--- config.mk ---
export PLATFORM = sky130hd
export DESIGN_NAME = imem_loader_flat
export DESIGN_NICKNAME = d
export VERILOG_FILES = /design/src/rtl/imem_loader_pkg.sv /design/src/rtl/imem_loader_if.sv /design/src/rtl/imem_loader_word_packer.sv /design/src/rtl/imem_loader.sv /design/src/flat_wrapper.sv
export SDC_FILE = /design/constraint.sdc
export NUM_CORES = 1
export LEC_CHECK = 0
export CORE_AREA = 8 8 99 101
export CTS_BUF_LIST = sky130_fd_sc_hd__clkbuf_8
export DETAILED_ROUTE_END_ITERATION = 16
export DIE_AREA = 0 0 107 109
export GPL_TIMING_DRIVEN = 0
export PLACE_DENSITY_LB_ADDON = 0.08
export SYNTH_ARGS = -nofsm -noshare
export SYNTH_HDL_FRONTEND = slang
export SYNTH_SLANG_ARGS = --single-unit
--- constraint.sdc ---
create_clock -name clk -period 2.41 [get_ports clk]
set_input_delay 0.241 -clock clk [delete_from_list [all_inputs] [get_ports clk]]
set_output_delay 0.241 -clock clk [all_outputs]
set_load 0.01 [all_outputs]
--- src/rtl/imem_loader_pkg.sv ---
// Shared definitions for the instruction-memory loader, CPU top and memory.
package imem_loader_pkg;

    localparam int unsigned DEPTH_DEFAULT = 64;
    localparam logic [7:0]  SYNC_DEFAULT  = 8'hA5;
    localparam int unsigned BYTE_W        = 8;
    localparam int unsigned WORD_W        = 32;

    typedef enum logic [2:0] {
        S_IDLE,
        S_LEN,
        S_DATA,
        S_WRITE,
        S_CSUM,
        S_DONE,
        S_ERR
    } state_e;

endpackage

--- src/rtl/imem_loader_if.sv ---
// Byte-stream input and memory-write/status bundle of the loader.
interface imem_loader_if;
    import imem_loader_pkg::*;

    logic [BYTE_W-1:0] rx_data;
    logic              rx_valid;
    logic              rx_ready;
    logic              we;
    logic [WORD_W-1:0] waddr;
    logic [WORD_W-1:0] wdata;
    logic              busy;
    logic              done;
    logic              err;

    modport master (
        output rx_data, rx_valid,
        input  rx_ready, we, waddr, wdata, busy, done, err
    );

    modport slave (
        input  rx_data, rx_valid,
        output rx_ready, we, waddr, wdata, busy, done, err
    );

endinterface

--- src/rtl/imem_loader_word_packer.sv ---
// Little-endian byte-to-word shifter with byte counter and XOR checksum.
module imem_word_packer
    import imem_loader_pkg::*;
(
    input  logic              clk,
    input  logic              reset,
    input  logic              clear_i,
    input  logic              shift_i,
    input  logic [BYTE_W-1:0] byte_i,
    output logic [WORD_W-1:0] word_o,
    output logic [BYTE_W-1:0] csum_o,
    output logic              last_c_o
);

    logic [WORD_W-1:0] word_q, word_d;
    logic [BYTE_W-1:0] csum_q, csum_d;
    logic [1:0]        cnt_q, cnt_d;

    // New bytes enter at the top so the first byte ends up in [7:0].
    always_comb begin
        word_d = word_q;
        csum_d = csum_q;
        cnt_d  = cnt_q;
        if (clear_i) begin
            word_d = '0;
            csum_d = '0;
            cnt_d  = '0;
        end else if (shift_i) begin
            word_d = {byte_i, word_q[WORD_W-1:BYTE_W]};
            csum_d = csum_q ^ byte_i;
            cnt_d  = cnt_q + 2'd1;
        end
    end

    always_ff @(posedge clk or posedge reset) begin
        if (reset) begin
            word_q <= '0;
            csum_q <= '0;
            cnt_q  <= '0;
        end else begin
            word_q <= word_d;
            csum_q <= csum_d;
            cnt_q  <= cnt_d;
        end
    end

    assign word_o   = word_q;
    assign csum_o   = csum_q;
    assign last_c_o = (cnt_q == 2'd3);

endmodule

--- src/rtl/imem_loader.sv ---
// Frame-driven instruction-memory loader: SYNC, word count, data words, XOR checksum.
module imem_loader
    import imem_loader_pkg::*;
#(
    parameter int unsigned DEPTH = DEPTH_DEFAULT,
    parameter logic [7:0]  SYNC  = SYNC_DEFAULT
) (
    input  logic          clk,
    input  logic          reset,
    imem_loader_if.slave  bus
);

    localparam int unsigned IDX_W = $clog2(DEPTH + 1);

    state_e            state_q, state_d;
    logic [IDX_W-1:0]  index_q, index_d;
    logic [IDX_W-1:0]  len_q, len_d;
    logic [WORD_W-1:0] waddr_q, waddr_d;
    logic              busy_q, busy_d;
    logic              done_q, done_d;
    logic              err_q, err_d;
    logic              we_q, we_d;
    logic              rx_ready_q, rx_ready_d;

    logic              accept;
    logic              pk_clear;
    logic              pk_shift;
    logic [WORD_W-1:0] pk_word;
    logic [BYTE_W-1:0] pk_csum;
    logic              pk_last;

    assign accept = bus.rx_valid && rx_ready_q;

    imem_word_packer u_packer (
        .clk      (clk),
        .reset    (reset),
        .clear_i  (pk_clear),
        .shift_i  (pk_shift),
        .byte_i   (bus.rx_data),
        .word_o   (pk_word),
        .csum_o   (pk_csum),
        .last_c_o (pk_last)
    );

    always_comb begin
        state_d  = state_q;
        index_d  = index_q;
        len_d    = len_q;
        waddr_d  = waddr_q;
        busy_d   = busy_q;
        done_d   = done_q;
        err_d    = err_q;
        pk_clear = 1'b0;
        pk_shift = 1'b0;

        unique case (state_q)
            S_IDLE, S_DONE, S_ERR: begin
                if (accept && bus.rx_data == SYNC) begin
                    state_d  = S_LEN;
                    busy_d   = 1'b1;
                    done_d   = 1'b0;
                    err_d    = 1'b0;
                    pk_clear = 1'b1;
                end
            end
            S_LEN: begin
                if (accept) begin
                    if (bus.rx_data == 8'd0 || 32'(bus.rx_data) > 32'(DEPTH)) begin
                        state_d = S_ERR;
                        busy_d  = 1'b0;
                        err_d   = 1'b1;
                    end else begin
                        len_d   = IDX_W'(bus.rx_data);
                        index_d = '0;
                        state_d = S_DATA;
                    end
                end
            end
            S_DATA: begin
                if (accept) begin
                    pk_shift = 1'b1;
                    if (pk_last) begin
                        state_d = S_WRITE;
                        waddr_d = 32'({index_q, 2'b00});
                    end
                end
            end
            S_WRITE: begin
                index_d = index_q + IDX_W'(1);
                state_d = (index_q + IDX_W'(1) == len_q) ? S_CSUM : S_DATA;
            end
            S_CSUM: begin
                if (accept) begin
                    busy_d = 1'b0;
                    if (bus.rx_data == pk_csum) begin
                        state_d = S_DONE;
                        done_d  = 1'b1;
                    end else begin
                        state_d = S_ERR;
                        err_d   = 1'b1;
                    end
                end
            end
            default: state_d = S_IDLE;
        endcase

        // Byte intake pauses only for the single write cycle.
        we_d       = (state_d == S_WRITE);
        rx_ready_d = (state_d != S_WRITE);
    end

    always_ff @(posedge clk or posedge reset) begin
        if (reset) begin
            state_q    <= S_IDLE;
            index_q    <= '0;
            len_q      <= '0;
            waddr_q    <= '0;
            busy_q     <= 1'b0;
            done_q     <= 1'b0;
            err_q      <= 1'b0;
            we_q       <= 1'b0;
            rx_ready_q <= 1'b0;
        end else begin
            state_q    <= state_d;
            index_q    <= index_d;
            len_q      <= len_d;
            waddr_q    <= waddr_d;
            busy_q     <= busy_d;
            done_q     <= done_d;
            err_q      <= err_d;
            we_q       <= we_d;
            rx_ready_q <= rx_ready_d;
        end
    end

    assign bus.rx_ready = rx_ready_q;
    assign bus.we       = we_q;
    assign bus.waddr    = waddr_q;
    assign bus.wdata    = pk_word;
    assign bus.busy     = busy_q;
    assign bus.done     = done_q;
    assign bus.err      = err_q;

endmodule

--- src/flat_wrapper.sv ---
// flat-port wrapper written by rule: the top's interface ports become plain ports
module imem_loader_flat import imem_loader_pkg::*;
#(
    parameter int unsigned DEPTH = DEPTH_DEFAULT,
    parameter logic [7:0]  SYNC  = SYNC_DEFAULT
)
  (clk, reset, bus_rx_data, bus_rx_valid, bus_rx_ready, bus_we, bus_waddr, bus_wdata, bus_busy, bus_done, bus_err);
  imem_loader_if bus_i ();
  input  logic clk;
  input  logic reset;
  input wire logic [$bits(bus_i.rx_data)-1:0] bus_rx_data;
  input wire logic [$bits(bus_i.rx_valid)-1:0] bus_rx_valid;
  output wire logic [$bits(bus_i.rx_ready)-1:0] bus_rx_ready;
  output wire logic [$bits(bus_i.we)-1:0] bus_we;
  output wire logic [$bits(bus_i.waddr)-1:0] bus_waddr;
  output wire logic [$bits(bus_i.wdata)-1:0] bus_wdata;
  output wire logic [$bits(bus_i.busy)-1:0] bus_busy;
  output wire logic [$bits(bus_i.done)-1:0] bus_done;
  output wire logic [$bits(bus_i.err)-1:0] bus_err;
  assign bus_i.rx_data = bus_rx_data;
  assign bus_i.rx_valid = bus_rx_valid;
  assign bus_rx_ready = bus_i.rx_ready;
  assign bus_we = bus_i.we;
  assign bus_waddr = bus_i.waddr;
  assign bus_wdata = bus_i.wdata;
  assign bus_busy = bus_i.busy;
  assign bus_done = bus_i.done;
  assign bus_err = bus_i.err;
  imem_loader #(.DEPTH(DEPTH), .SYNC(SYNC)) u_core (.clk(clk), .reset(reset), .bus(bus_i));
endmodule
== After elaboration in Yosys (flattened, before gate mapping) ==
Index checks and enable logic that the tools add are counted.
Word-level totals
  flip-flop bits (word level): 71
  latch bits: 0
  bits in writable memories: 0
  bits in read-only memories: 0
  input bits: 11
  logic and storage cells: 88
  memories: 0
Cells by class
  add/subtract/negate cells: 2
  multiply operators: 0
  divide/modulo/power cells: 0
  order comparisons: 1
  eq/ne operators: 19
  shift-type cells: 0
  multiplexer cells: 36
  bitwise logic cells: 2
  reduce and logical (&&, ||, !) cells: 16
Operators with widths (number)
  two-way mux 32 bit: 2
  two-way mux 3 bit: 7
  two-way mux 8 bit: 2
  two-way mux 1 bit: 15
  case mux 3 bit (5 select lines): 1
  two-way mux 7 bit: 2
  case mux 7 bit (2 select lines): 1
  != test 2 x 1 -> 1 bit, second input constant: 5
  == test 3 x 2 -> 1 bit, second input constant: 3
  == test 3 bit, second input constant: 3
  AND reduction 3 bit: 3
  == test 8 bit: 1
  == test 8 bit, second input constant: 1
  > comparator 8 x 7 -> 1 bit, second input constant: 1
  zero test 8 bit: 1
  XOR 8 bit: 1
  adder 7 x 1 -> 7 bit, second input constant: 1
  == test 7 bit: 1
  two-way mux 2 bit: 3
  case mux 1 bit (3 select lines): 2
  AND reduction 6 bit: 1
  nonzero test 2 bit: 3
  AND reduction 5 bit: 1
  != test 2 bit, second input constant: 2
  other kinds (12): 13

== Longest topological paths before layout ==
Gate-level depths: netlist (run 1).
  depth in word-level cells: 6
  mapped depth: 7
  gate-level depth less buffers: 6

== Cells and area by module ==
A second synthesis (run 1) with hierarchy kept.
Second synthesis, totals
  cells, all modules: 339
  area total of the unflattened synthesis: 3689.8 µm²
By module, submodules not included
  imem_loader: times used 1, cells each 192, area each 1864.3 µm², sequential area each 725.7 µm²
  imem_word_packer: times used 1, cells each 147, area each 1825.5 µm², sequential area each 1051.0 µm²

== Least setup slack after synthesis (run 1) ==
Ideal clock, no wire load.
  path kind: register to register
  start: reg u_core.index_q[0]
  end: reg u_core.state_q[2]
  arrival: 1883 ps
  data required time: 2315 ps
  slack: 431 ps
  cell stages (with the launch flop): 7
  path buffers: 0
  clock period less this slack: 1979 ps
  cells stage by stage: dfrtp_1 > ha_1 > nand3_1 > or2_2 > xnor2_1 > or4_1 > o31ai_1
Between the ends
  cells in the longest elaborated chain, start to end: 4
Ends and longest elaborated chain
  start, declared: line imem_loader.sv:16  | logic [IDX_W-1:0] index_q, index_d;
  start signal, assigned: line imem_loader.sv:125  | index_q <= index_d;
  adder 7 x 1 -> 7 bit: line imem_loader.sv:90  | state_d = (index_q + IDX_W'(1) == len_q) ? S_CSUM : S_DATA;
  == test 7 bit: line imem_loader.sv:90
  two-way mux 3 bit: line imem_loader.sv:90
  case mux 3 bit (5 select lines): line imem_loader.sv:56  | unique case (state_q)
  via u_core.state_d[2]: line imem_loader.sv:15  | state_e state_q, state_d;
  end signal, assigned: line imem_loader.sv:124  | state_q <= state_d;
  end, declared: line imem_loader.sv:15
The timed path passes the listed nets, and every way through them passes these cells.
A chain may end at the register's enable or synchronous reset.

== Worst setup path after layout (run 1) ==
Same ends and word-level chain as after synthesis.

==> results of run 1 <==
flip-flops by register name, summed over array words and instances, names as in the netlist:
name and count:
u_core.bus.busy 1, u_core.bus.done 1, u_core.bus.err 1, u_core.bus.rx_ready 1, u_core.bus.waddr 7, u_core.bus.we 1
u_core.index_q 7, u_core.len_q 7, u_core.state_q 3, u_core.u_packer.cnt_q 2, u_core.u_packer.csum_o 8, u_core.u_packer.word_o 32
metal layers:
metal  vias up  global-route usage [%]  share of wire, %
met5         -                       0                 0
met3         7                   6.265               6.7
li1       1298                       -                 -
met4         0                   4.221               1.1
met1      1242                   17.83                44
met2        64                   25.36                48
area by class of cell:
cell class                 instances  area (sq um)  area share (%)
multi-input combinational        244          1610           34.98
buffer                            42         264.0           5.735
inverter                           7         28.78          0.6252
tap                              108         135.1           2.936
clock inverter                     7         96.34           2.093
clock buffer                       9         123.9           2.691
sequential                        71          1777           38.60
timing repair buffer              55         568.0           12.34
worst max-delay path, stage by stage (launching register included):
cell	delay (ns)
dfrtp_1	0.50
ha_1	0.28
nand3_1	0.14
or2_2	0.37
xnor2_1	0.15
or4_1	0.46
o31ai_1	0.25
cells by family (layout without fill, tap and decap cells):
logic type                 after synthesis  count (layout)  share of synthesized area (%)
buffers and inverters                   49             120                          8.118
and+or+nand+nor                        106             106                          14.24
other                                    1              25                         0.1049
AOI/OAI and AO/OA                       44              44                          8.783
muxes                                   41              41                          11.97
xor gates and xnor gates                25              25                          6.123
adders and majority gates                3               3                         0.9796
DFF                                     71              71                          49.68
repair_timing:
action                                  in CTS  in global routing
buffers inserted                             0                  0
resized for setup                            0                  2
endpoints found under the setup margin       0                 45
cells in the final DEF, fill, tap and decap left out, drive strengths merged, types with 2 or more instances in the layout:
master	instances
dfrtp	71
clkdlybuf4s50	54
nor2	40
buf	36
mux2i	27
conb	25
nand2	20
clkbuf	16
mux2	14
xnor2	14
nand2b	12
xor2	11
a21oi	10
nand3	9
a21o	8
nor3	8
inv	8
o31ai	6
clkinvlp	3
nor4	3
or3	3
o21ai	3
nand4	2
a211o	2
a31oi	2
or4	2
o31a	2
a22o	2
o211ai	2
ha	2
bufinv	2
worst max path at each step:
stage / start / end / slack (ns) / depth (start not counted)
after floorplan: reset / u_core.bus.busy$_DFFE_PP0P_ / 0.37 / 1
after global placement: reset / u_core.u_packer.word_o[12]$_DFFE_PP0P_ / -0.92 / 2
after detailed placement: bus_rx_valid / u_core.bus.waddr[3]$_DFFE_PP0P_ / -0.33 / 5
after CTS: u_core.bus.rx_ready$_DFF_PP0_ / u_core.bus.waddr[7]$_DFFE_PP0P_ / 0.04 / 4
after global routing: u_core.index_q[0]$_DFFE_PP0P_ / u_core.state_q[2]$_DFF_PP0_ / 0.02 / 6
final: u_core.index_q[0]$_DFFE_PP0P_ / u_core.state_q[2]$_DFF_PP0_ / 0.17 / 6
stage by stage:
stage | cells | worst slack, ns | hold slack [ns] | area, sq um
after floorplan | 364 | 0.3724 | 0.3897 | 3666
after global placement | 526 | -0.9247 | 0.4609 | 4342
after detailed placement | 527 | -0.3298 | 0.4702 | 4372
after CTS | 543 | 0.04062 | 0.1822 | 4592
after global routing | 543 | 0.01618 | 0.1907 | 4603
final | 543 | 0.1748 | 0.1904 | 4603
power groups by stage:
stage               logic (uW)  registers, uW  clock network (uW)
floorplan                 1400           2140                   0
global placement          2490           2050                   0
detailed placement        2550           2060                   0
CTS                       2570           2050                1090
global route              2800           2110                1140
finish                    2540           2040                1060
==> metrics.cfg, run 1 <==
[outcome]
status=finished, final reports clean

[timing]
fin_skew_ns=0.008361
tns_ns=0
fin_crit_ns=2.235
finalCritPeriodShare_pct=92.75
rsz0062_at_grt=no
worst_pin_slew_ns=0.5958
fmax_mhz=447.4
setup_viol=0
finalMaxSlewViolations=0
slew_headroom_pct=59.97
hold_viol=0

[routing]
drtPass1Iterations=4
routed_via_density=4.808
drc=0
wl_per_cell_um=15.64
drtIter0Drc=88
ant_nets=0
drt-total-wl_mm=8.491
vias=2611

[finish]
n_fill_cell=768
utilization_pct=54.93
layout-drive-gt1-share_pct=16.55
fin_nets=443
area_growth_pct=28.73
diodes=0

[synth]
synth_cells=340
yosysUniqueCellTypes=46
ys_warn_count=0
ys_seq_area_share_pct=49.69
yosys.area.top_type_share_pct=49.69
ys_top_cells_by_area=dfrtp_1 50%, mux2i_1 7.6%, buf_4 5.2%, mux2_2 4.4%, nor2_1 4.2%
synth_common_cells=71 x dfrtp_1, 40 x nor2_1, 27 x mux2i_1, 25 x buf_4, 20 x nand2_1
ys.flop_type=dfrtp_1
synth_edf_count=0
netlist_area_sq_mm=0.003576
ys_ff_latch=71
async_flop_share_pct=100.0
synth_top_cell_by_area=dfrtp_1
yosysMostFrequentCell=dfrtp_1
syn_area_per_cell_sq_um=10.52

[clock_tree]
cts.sinks=71
clockRootBuffer=clkbuf_8
cts_hold_buf=0
numCtsBuffers=9
cts_tree=built
clk_pin_slew_ns=0.08
worstSkewPairLatency_ns=0.34
cts.htree.levels=3
clk_path_buf_depth=2

[worst_setup_path]
r2r_setup_slack_ns=0.17
crit_type=reg -> reg
end_kind=register
worstReg2RegEnd=u_core.state_q[2]$_DFF_PP0_
reg2regPathDepth=6
startpoint_type=register
crit_fanout=7
timing.rr.start=u_core.index_q[0]$_DFFE_PP0P_
cp.arrival_ns=2.48
worstPathRequired_ns=2.66

[hold_path]
hp-class=in -> async

[placement]
port_buffers=54
routabilityCongestion=0.8088
dp_hpwl_mm=6.099

[global_routing]
grt_pass1_vias=2630
grt_pass1_wl_mm=13.85
antenna_found_initial=0
grt.total_usage_pct=15.25
overflow=0
grt_start_max_net_pins=55

[floorplan]
dieArea_sq_mm=0.01166
rows=34
start_util_pct=42.67
fp.dieW_um=107
core_region_area_sq_mm=0.008381
fp.dieH_um=109
ioPinCount=80

[flow_run]
drv_cap=0

[power]
p_int_uw=3578
ir_drop_uv=631.9
switchingPower_uw=2059
clock_power_share_pct=18.8
swShare_pct=36.53
sequentialPowerShare_pct=36.2
finalPower_uw=5637
pwr-share-comb_pct=45.0
leakagePower_uw=0.002143
powerDensity_mw_per_mm2=1225

No activity file was read; power rests on OpenSTA's default activity.
==> run 2: changes to the inputs <==
Settings changed: MAX_ROUTING_LAYER set to met4.
==> run 2 against run 1 <==
Effect of this change: power about the same; non-clock buffer count unchanged; via count unchanged; clock skew about the same; critical path depth unchanged; largest cell class unchanged; register-to-register slack about the same.
==> metrics.cfg, run 2 (synthesis gave the netlist of run 1 again) <==
[finish]
finalInstanceArea_sq_mm=0.004603  ; unchanged
multi_input_area_sq_mm=0.001610  ; unchanged
layout-drive-gt1-share_pct=16.55  ; unchanged
diodes=0  ; unchanged
area_growth_pct=28.73  ; unchanged
largest_reg_flops=32  ; unchanged
final_common_cell=dfrtp_1  ; unchanged
seqCellArea_sq_mm=0.001777  ; unchanged
final_cell_mix=71 x dfrtp_1, 54 x clkdlybuf4s50_1, 40 x nor2_1  ; unchanged
n_fill_cell=768  ; unchanged
utilization_pct=54.93  ; unchanged
fin_nets=443  ; unchanged

[clock_tree]
cts_hold_buf=0  ; unchanged
cts_tree=built  ; unchanged
clk_path_buf_depth=2  ; unchanged
clockRootBuffer=clkbuf_8  ; unchanged
worstSkewPairLatency_ns=0.35  ; was 0.34 ns
clk_pin_slew_ns=0.08  ; about the same
cts_setup_buffers=0  ; unchanged
numCtsBuffers=9  ; unchanged
cts.htree.levels=3  ; unchanged
cts.sinks=71  ; unchanged

[floorplan]
fp.dieW_um=107  ; unchanged
rows=34  ; unchanged
fp.dieH_um=109  ; unchanged
core_region_area_sq_mm=0.008381  ; unchanged
ioPinCount=80  ; unchanged
dieArea_sq_mm=0.01166  ; unchanged
start_util_pct=42.67  ; unchanged

[routing]
wl_met2_mm=4.144  ; was 4.097 mm
drtPass1Iterations=4  ; unchanged
drt-total-wl_mm=8.473  ; was 8.491 mm
ant_nets=0  ; unchanged
wl_per_cell_um=15.60  ; was 15.64 um
wirelength_met1_mm=3.779  ; was 3.729 mm
routed_via_density=4.808  ; unchanged
routed-wl-met3_um=462  ; was 566 um
drtIter0Drc=88  ; unchanged
drc=0  ; unchanged
highest_layer=met4  ; unchanged
vias=2611  ; unchanged

[worst_setup_path]
path_delay_family=simple AND/OR/NAND/NOR gates  ; unchanged
crit_type=reg -> reg  ; unchanged
path_buf_inv=0  ; unchanged
critical-path-slowest-cell=dfrtp_1  ; unchanged
timing.rr.start=u_core.index_q[0]$_DFFE_PP0P_  ; unchanged
crit_path_max_incr_delay_ns=0.50  ; about the same
end_kind=register  ; unchanged
cp.arrival_ns=2.49  ; was 2.48 ns
crit_fanout=7  ; unchanged
worstPathRequired_ns=2.66  ; about the same
startpoint_type=register  ; unchanged
cp-startpoint=u_core.index_q[0]$_DFFE_PP0P_  ; unchanged
cp_cell_sequence=ha_1 > nand3_1 > or2_2 > xnor2_1 > or4_1 > o31ai_1  ; unchanged

[timing]
slew_headroom_pct=59.94  ; was 59.97%
final.setup.worst_slack_ns=0.1736  ; was 0.1748 ns
rsz0062_at_grt=no  ; unchanged
tns_ns=0  ; unchanged
fmax_mhz=447.2  ; was 447.4 MHz
fin_skew_ns=0.008497  ; was 0.008361 ns
worst_pin_slew_ns=0.5963  ; was 0.5958 ns
hold_viol=0  ; unchanged
finalMaxSlewViolations=0  ; unchanged
finalCritPeriodShare_pct=92.80  ; was 92.75%
setup_viol=0  ; unchanged
fin_crit_ns=2.236  ; was 2.235 ns

[global_routing]
grt_pass1_vias=2630  ; unchanged
antenna_found_initial=0  ; unchanged
grt_pass1_wl_mm=13.81  ; was 13.85 mm
grt.total_usage_pct=15.67  ; was 15.25%
grt_start_max_net_pins=55  ; unchanged
overflow=0  ; unchanged

[power]
p_int_uw=3578  ; about the same
powerDensity_mw_per_mm2=1224  ; was 1225 mW/mm^2
clock_power_share_pct=18.8  ; about the same
swShare_pct=36.51  ; was 36.53%
sequentialPowerShare_pct=36.2  ; about the same
ir_drop_uv=629.4  ; was 631.9 uV
pwr-share-comb_pct=45.0  ; about the same
leakagePower_uw=0.002143  ; unchanged
switchingPower_uw=2057  ; was 2059 uW

[flow_run]
drv_cap=0  ; unchanged

[placement]
dp_hpwl_mm=6.099  ; unchanged
post-place-ws_ns=-0.3298  ; unchanged
port_buffers=54  ; unchanged
dpl_cell_area_sq_mm=0.004372  ; unchanged
routabilityCongestion=0.8206  ; was 0.8088

[outcome]
status=finished, final reports clean  ; unchanged

[hold_path]
hp-class=in -> async  ; unchanged

-- run 2: final timing paths --
kind	end	slack, ns	cells past startpoint
max	u_core.state_q[2]$_DFF_PP0_	0.17	6
min	u_core.bus.err$_DFFE_PP0P_	0.19	2
max reg2reg	u_core.state_q[2]$_DFF_PP0_	0.17	6
min reg2reg	u_core.bus.done$_DFFE_PP0P_	0.49	2
max in group asynchronous	u_core.u_packer.word_o[0]$_DFFE_PP0P_	1.68	3
min in group clk	u_core.bus.done$_DFFE_PP0P_	0.49	2
-- run 2: area by class of cell --
| cell class | count | share of cell area (%) |
|---|---|---|
| Buffer | 42 | 5.735 |
| Clock buffer | 9 | 2.691 |
| Clock inverter | 7 | 2.093 |
| Inverter | 7 | 0.6252 |
| Multi-Input combinational cell | 244 | 34.98 |
| Sequential cell | 71 | 38.60 |
| Tap cell | 108 | 2.936 |
| Timing Repair Buffer | 55 | 12.34 |
-- run 2: per-stage QoR --
step / std cells / total power (uW) / hold WS (ns)
floorplan: 364 / 3538 / 0.3897
global placement: 526 / 4545 / 0.4609
detailed placement: 527 / 4605 / 0.4702
CTS: 543 / 5702 / 0.1822
global route: 543 / 6049 / 0.1893
finish: 543 / 5635 / 0.1894
-- run 2: repair_timing --
item,in CTS,in global routing
endpoints found under the hold margin,0,0
resized for setup,0,2
endpoints found under the setup margin,0,45
-- run 2: power by group through the flow --
| stage | registers (uW) | clock network [uW] | logic, uW |
|---|---|---|---|
| 2_1_floorplan | 2140 | 0 | 1400 |
| 3_3_place_gp | 2050 | 0 | 2490 |
| 3_5_place_dp | 2060 | 0 | 2550 |
| 4_1_cts | 2050 | 1090 | 2570 |
| 5_1_grt | 2110 | 1140 | 2800 |
| 6_report | 2040 | 1060 | 2540 |
-- run 2: worst reg2reg max path: cells and delay by family, from the launching register on --
kind / cells / cell delay [ns]
adder cells (fa/ha/maj): 1 / 0.28
AO/OA/AOI/OAI: 1 / 0.25
flip-flops: 1 / 0.50
XOR/XNOR: 1 / 0.15
AND/OR/NAND/NOR: 3 / 0.97
-- run 2: layer usage --
layer,vias up,global-route usage (%)
li1,1297,-
met2,63,25.53
met5,-,-
met3,7,5.496
met4,0,4.221
met1,1244,18.01
==> run 3: changes to the inputs <==
Settings changed: CORE_AREA 8 8 99 101 to 2 2 93 95, DIE_AREA 0 0 107 109 to 0 0 95 97.
==> run 3 against run 2 <==
Effect of this change: maximum frequency fell by 1.8%; flip-flop and latch count did not move; global-route usage rose by 2.5 points; non-clock buffer count fell by 1; power fell by 3.9%; worst setup slack got worse by 0.040 ns; register-to-register slack got worse by 0.04 ns; critical endpoint unchanged.
==> metrics.cfg, run 3 (synthesis gave the netlist of run 1 again) <==
[routing]
routed_via_density=4.976  ; was 4.808
drt-total-wl_mm=7.840  ; was 8.473 mm
wl_per_cell_um=14.55  ; was 15.60 um
ant_nets=0  ; unchanged
vias=2682  ; was 2611
drc=0  ; unchanged
drtPass1Iterations=4  ; unchanged
drtIter0Drc=126  ; was 88

[worst_setup_path]
cp-startpoint=u_core.index_q[0]$_DFFE_PP0P_  ; unchanged
timing.rr.start=u_core.index_q[0]$_DFFE_PP0P_  ; unchanged
cp.arrival_ns=2.52  ; was 2.49 ns
crit_type=reg -> reg  ; unchanged
crit_fanout=7  ; unchanged
worstPathRequired_ns=2.65  ; was 2.66 ns
crit_path_end=u_core.state_q[2]$_DFF_PP0_  ; unchanged
reg2regPathDepth=6  ; unchanged
startpoint_type=register  ; unchanged
worstReg2RegEnd=u_core.state_q[2]$_DFF_PP0_  ; unchanged
end_kind=register  ; unchanged
r2r_setup_slack_ns=0.13  ; was 0.17 ns

[power]
leakagePower_uw=0.002116  ; was 0.002143 uW
ir_drop_uv=603.3  ; was 629.4 uV
powerDensity_mw_per_mm2=1194  ; was 1224 mW/mm^2

[timing]
fin_crit_ns=2.276  ; was 2.236 ns
finalMaxSlewViolations=0  ; unchanged
slew_headroom_pct=41.23  ; was 59.94%
finalCritPeriodShare_pct=94.46  ; was 92.80%
fin_skew_ns=0.009921  ; was 0.008497 ns
worst_pin_slew_ns=0.8815  ; was 0.5963 ns
setup_viol=0  ; unchanged
hold_viol=0  ; unchanged
fmax_mhz=439.3  ; was 447.2 MHz
rsz0062_at_grt=no  ; unchanged
hold_slack_ns=0.4302  ; was 0.1894 ns

[finish]
n_fill_cell=735  ; was 768
layout-drive-gt1-share_pct=16.36  ; was 16.55%
seqCellArea_sq_mm=0.001777  ; unchanged
final_common_cell=dfrtp_1  ; unchanged
largest_reg_flops=32  ; unchanged
instances_no_fill=539  ; was 543
fin_nets=442  ; was 443
multi_input_area_sq_mm=0.001610  ; unchanged
area_growth_pct=26.84  ; was 28.73%
final_cell_mix=71 x dfrtp_1, 54 x clkdlybuf4s50_1, 40 x nor2_1  ; unchanged
diodes=0  ; unchanged

[clock_tree]
clk_pin_slew_ns=0.08  ; about the same
cts.sinks=71  ; unchanged
cts.htree.levels=3  ; unchanged
cts_tree=built  ; unchanged
numCtsBuffers=9  ; unchanged
cts_setup_buffers=0  ; unchanged
clockRootBuffer=clkbuf_8  ; unchanged
cts_hold_buf=0  ; unchanged
worstSkewPairLatency_ns=0.34  ; was 0.35 ns
clk_path_buf_depth=2  ; unchanged
cts_resized=1  ; was 0

[floorplan]
start_util_pct=43.96  ; was 42.67%
rows=33  ; was 34
fp.dieW_um=95  ; was 107 um
dieArea_sq_mm=0.009215  ; was 0.01166 sq mm
fp.dieH_um=97  ; was 109 um
core_region_area_sq_mm=0.008134  ; was 0.008381 sq mm
ioPinCount=80  ; unchanged

[placement]
routabilityCongestion=0.8594  ; was 0.8206
port_buffers=54  ; unchanged
dp_hpwl_mm=5.524  ; was 6.099 mm
placedCellCount=523  ; was 527

[hold_path]
hp-class=in -> async  ; unchanged

[global_routing]
grt_start_max_net_pins=72  ; was 55
grt.total_usage_pct=18.22  ; was 15.67%
grt_pass1_vias=2496  ; was 2630
grt_pass1_wl_mm=12.74  ; was 13.81 mm
overflow=0  ; unchanged
antenna_found_initial=0  ; unchanged

[outcome]
status=finished, final reports clean  ; unchanged

[flow_run]
drv_cap=0  ; unchanged

run 3: critical path: stages (launching register included):
cell and delay [ns]:
dfrtp_1 0.49, ha_1 0.31, nand3_1 0.15, or2_2 0.37, xnor2_1 0.15, or4_1 0.47, o31ai_1 0.25
run 3: cell type report:
cell class                 instances  share of cell area (%)
inverter                           7                  0.6345
clock buffer                      11                   3.338
multi-input combinational        244                   35.50
timing repair buffer              54                   11.92
clock inverter                     5                  0.7172
tap                              105                   2.897
buffer                            42                   5.821
sequential                        71                   39.17
run 3: worst min-delay path by stage:
stage                                             end  cells past startpoint  slack, ns                        start
6_report        u_core.u_packer.word_o[1]$_DFFE_PP0P_                      2       0.43                        reset
5_1_grt         u_core.u_packer.word_o[1]$_DFFE_PP0P_                      2       0.53                        reset
2_1_floorplan  u_core.u_packer.word_o[25]$_DFFE_PP0P_                      2       0.39               bus_rx_data[1]
3_3_place_gp              u_core.bus.done$_DFFE_PP0P_                      2       0.46  u_core.bus.done$_DFFE_PP0P_
3_5_place_dp              u_core.bus.done$_DFFE_PP0P_                      2       0.47  u_core.bus.done$_DFFE_PP0P_
4_1_cts         u_core.u_packer.word_o[1]$_DFFE_PP0P_                      2       0.48                        reset
run 3: per-stage QoR:
| step | setup slack, ns | area [sq um] | TNS (ns) | util, % | total power (uW) |
|---|---|---|---|---|---|
| 2_1_floorplan | 0.3724 | 3666 | 0 | - | 3538 |
| 3_3_place_gp | -0.8924 | 4338 | -76.84 | 53.33 | 4506 |
| 3_5_place_dp | -0.3507 | 4340 | -16.45 | 53.36 | 4563 |
| 4_1_cts | 0.1037 | 4531 | 0 | 55.70 | 5460 |
| 5_1_grt | 0.02502 | 4536 | 0 | 55.76 | 5794 |
| 6_report | 0.1335 | 4536 | 0 | 55.76 | 5416 |
run 3: power breakdown:
part           switching [uW]  internal, uW  leakage, uW
Sequential                361          1670     0.000866
Clock                     450           426    0.0000873
Combinational            1190          1320      0.00116
Total                    2000          3420      0.00212
run 3: per-layer routing:
metal  track usage, %  wire [um]
met5                -          0
met4            6.132         59
met3            3.349        421
met2            24.82       3437
met1            27.27       3921
==> RTL edit 1, RTL diff (settings of run 3) <==
Change the package constant `BYTE_W` from 8 to 12.
--- a/src/rtl/imem_loader_pkg.sv
+++ b/src/rtl/imem_loader_pkg.sv
@@ -5,3 +5,3 @@
     localparam logic [7:0]  SYNC_DEFAULT  = 8'hA5;
-    localparam int unsigned BYTE_W        = 8;
+    localparam int unsigned BYTE_W        = 12;
     localparam int unsigned WORD_W        = 32;
Ports: changed (resized bus_rx_data); port bits go from 80 to 84. No check against the original RTL was run, so the function may have changed too.
==> RTL edit 1 against run 3 <==
  * Largest cell class unchanged
  * Largest power group unchanged
  * Cell area is 6.3% higher
  * Routed wire length is 6.1% higher
  * Fmax is 3.0% higher
  * Area after synthesis is 6.4% higher
  * Synthesized cell count is 6.5% higher
  * Power is 2.6% lower
  * Sequential cell count is 4 higher
  * Setup slack better by 0.066 ns
==> RTL edit 1: results <==
drt:
  via_per_inst: 4.89
yosys:
  yosysUniqueCellTypes: 52
  synth-seq-cells: 75
  ys_top_cells_by_area: "dfrtp_1, xor2_1, mux2i_1, buf_4, nor2_1"
  synthTopCellsByCount: "dfrtp_1, nor2_1, xor2_1, buf_4, nand2_1"
  yosysSeqAreaShare_pct: 49.3
  synthCells: 362
final_layout:
  buffer_area_share_pct: 18.8
  clk_share_pct: 3.84
  inv_count: 3
  drive_above_1_share_pct: 17.1
  instances_no_fill: 566
  seqCellArea_um2: 1880
  nNetsFinal: 473
grt:
  grt_max_degree: 60
  gr-usage-all-layers_pct: 19.8
  grtUsageMet3_pct: 4.21
  met2_usage_pct: 29.6
  globalRouteMet1Util_pct: 27.3
worst_setup_path:
  critPathArrivalTime_ns: 2.44
  worst_path_dominant_cell_family: "buffers and inverters"
  cp_slowest_stage_delay_ns: 0.39
placed_design:
  gp_congestion: 0.787
  portBuffers: 58
  dpl.hpwl_mm: 5.92
  pre_cts_slack_ns: -0.0580
outcome:
  status: "complete, no violations"
power:
  vdd_ir_drop_max_mv: 0.642
sta:
  fin_skew_ns: 0.00939
## RTL edit 1: cell count changes in the layout (fill, tap and decap cells not counted), sizes merged, moves of 5 or more
cell and delta:
mux2i -6, clkbuf -5, nor3b +6, nor3 -5, xor2 +17, a21o -6, a21oi +7, xnor2 -11
## RTL edit 1: power breakdown
group,internal (mW),switching [mW]
sequential,1.76,0.395
clock,0.468,0.461
combinational,1.19,0.998
total,3.42,1.85
## RTL edit 1: logic make-up after synthesis
family,synth area share [%]
adder cells (fa/ha/maj),0.658
buffers and inverters,8.12
AND/OR/NAND/NOR,17.4
multiplexers,9.67
XOR/XNOR,7.14
flip-flops,49.3
other,0.0986
AO/OA/AOI/OAI,7.53
## RTL edit 1: repair_timing
action                     in CTS  in global routing
gates resized for setup         0                  2
hold buffers                    0                  0
setup endpoints to repair       0                  4
==> RTL edit 2, RTL diff (settings of run 3) <==
Made on the original files. Re-encode `state_e` (7 states) as one-hot, 7 bits wide.
--- a/src/rtl/imem_loader_pkg.sv
+++ b/src/rtl/imem_loader_pkg.sv
@@ -8,10 +8,10 @@
 
-    typedef enum logic [2:0] {
-        S_IDLE,
-        S_LEN,
-        S_DATA,
-        S_WRITE,
-        S_CSUM,
-        S_DONE,
-        S_ERR
+    typedef enum logic [6:0] {
+        S_IDLE  = 7'b0000001,
+        S_LEN   = 7'b0000010,
+        S_DATA  = 7'b0000100,
+        S_WRITE = 7'b0001000,
+        S_CSUM  = 7'b0010000,
+        S_DONE  = 7'b0100000,
+        S_ERR   = 7'b1000000
     } state_e;
Function: same outputs for any inputs over 10 cycles, from zero or initial values and one cycle with reset high; not proved beyond that.
==> RTL edit 2 against run 3 <==
  * Utilization up 1.3 points
  * Cell area rose by 2.3%
  * Setup slack better by 0.088 ns
  * Sequential cell count up 4
  * Area after synthesis grew 1.7%
  * Routed wire length increased by 0.83%
  * Register-to-register slack improved by 0.096 ns
Power is not compared: it rests on default switching activity, and its combinational part moved more than twofold at a synthesized area within 25%.
==> RTL edit 2: results <==
drt:
  routed-via-count: 2827
  drt_iter0_drc: 94
  avgRoutedWirePerCell_um: 13.6
yosys:
  synthAdderAreaFrac_pct: 0.688
  yosys.area_share.xor_xnor_pct: 8.19
  synth.area.mux_share_pct: 2.44
  synth_compound_area_share_pct: 10.2
  yosysSeqAreaShare_pct: 51.7
  avgSynthCellArea_um2: 9.52
  synthTopCellsByCount: "nand2_1, dfrtp_1, a21oi_1, buf_4, xnor2_1"
  yosysUniqueCellTypes: 44
outcome:
  status: "complete, no violations"
placed_design:
  pre_cts_slack_ns: -0.144
  dp.cells: 566
  gp_congestion: 0.816
  dpl.hpwl_mm: 5.79
  postPlaceCellArea_um2: 4430
grt:
  grt_pass1_wl_mm: 13.6
  antenna_found_initial: 0
  gr-usage-all-layers_pct: 19.3
  grt_pass1_vias: 2705
  grt_max_degree: 56
sta:
  fin_skew_ns: 0.0118
  max-slew-margin-rel_pct: 65.0
final_layout:
  largest_register_ffs: 32
  nNetsFinal: 485
  fill_cells: 781
  instances_no_fill: 581
  fin_area_um2: 4640
  drive_above_1_share_pct: 12.8
worst_setup_path:
  critPathMaxFanout: 10
  critPathArrivalTime_ns: 2.40
  cpMaxStageDelayCell: "clkdlybuf4s50_1"
  cp_slowest_stage_delay_ns: 0.47
  reg2regPathDepth: 5
clock_tree:
  cts_resized: 0
==> RTL edit 2: changes by cell type in the layout (fill, tap and decap cells not counted), moves of 8 or more <==
cell,before,now
a21oi_1,10,35
mux2i_1,27,1
nand2_1,20,98
nand2b_1,12,2
nor2_1,40,19
xnor2_1,14,22
==> RTL edit 2: path summary, 6_finish.rpt <==
kind | from | endpoint | slack, ns
min in group clk | u_core.bus.waddr[7] | u_core.bus.waddr[7] | 0.47
worst min register to register | u_core.bus.waddr[7] | u_core.bus.waddr[7] | 0.47
max in group asynchronous | reset | u_core.state_q[0] | 1.61
worst max-delay path | bus_rx_valid | u_core.u_packer.word_o[2] | 0.22
worst max register to register | u_core.state_q[6] | u_core.len_q[4] | 0.23
worst min-delay path | reset | u_core.u_packer.word_o[0] | 0.20
==> RTL edit 2: cells by family after synthesis <==
kind of cell	count (synthesis)
DFF	75
and+or+nand+nor	155
adders and majority gates	2
AOI/OAI and AO/OA	61
buffers and inverters	46
xor gates and xnor gates	34
other	1
muxes	8
==> RTL edit 2: layer usage <==
layer  track usage (%)  wire length [µm]  vias to the layer above  part of all wire (%)
met5                 -                 0                        -                     0
met4              7.92               150                        0                   1.9
met3              2.96               301                       16                   3.8
met2              26.5              3480                       60                    44
met1              28.5              3980                     1350                    50
li1                  -                 -                     1401                     -
==> RTL edit 2: worst max-delay path, delay by kind of cell <==
| kind | cells | cell delay [ns] |
|---|---|---|
| buf+inv | 3 | 1.25 |
| simple gates | 3 | 0.81 |
| compound gates | 1 | 0.09 |
==> RTL edit 2: where the power goes <==
part	total, mW	internal, mW	switching, mW
sequential	1.30	1.28	0.0209
combinational	0.260	0.120	0.140
clock	1.05	0.581	0.470
total	2.61	1.98	0.631
==> RTL edit 2: area by class of cell <==
cell class                 instances  area share [%]
buffer                            41            5.50
tap                              105            2.83
sequential                        75            40.5
inverter                           5           0.458
clock buffer                       9            2.67
clock inverter                     6            1.94
multi-input combinational        285            33.9
timing repair buffer              55            12.2
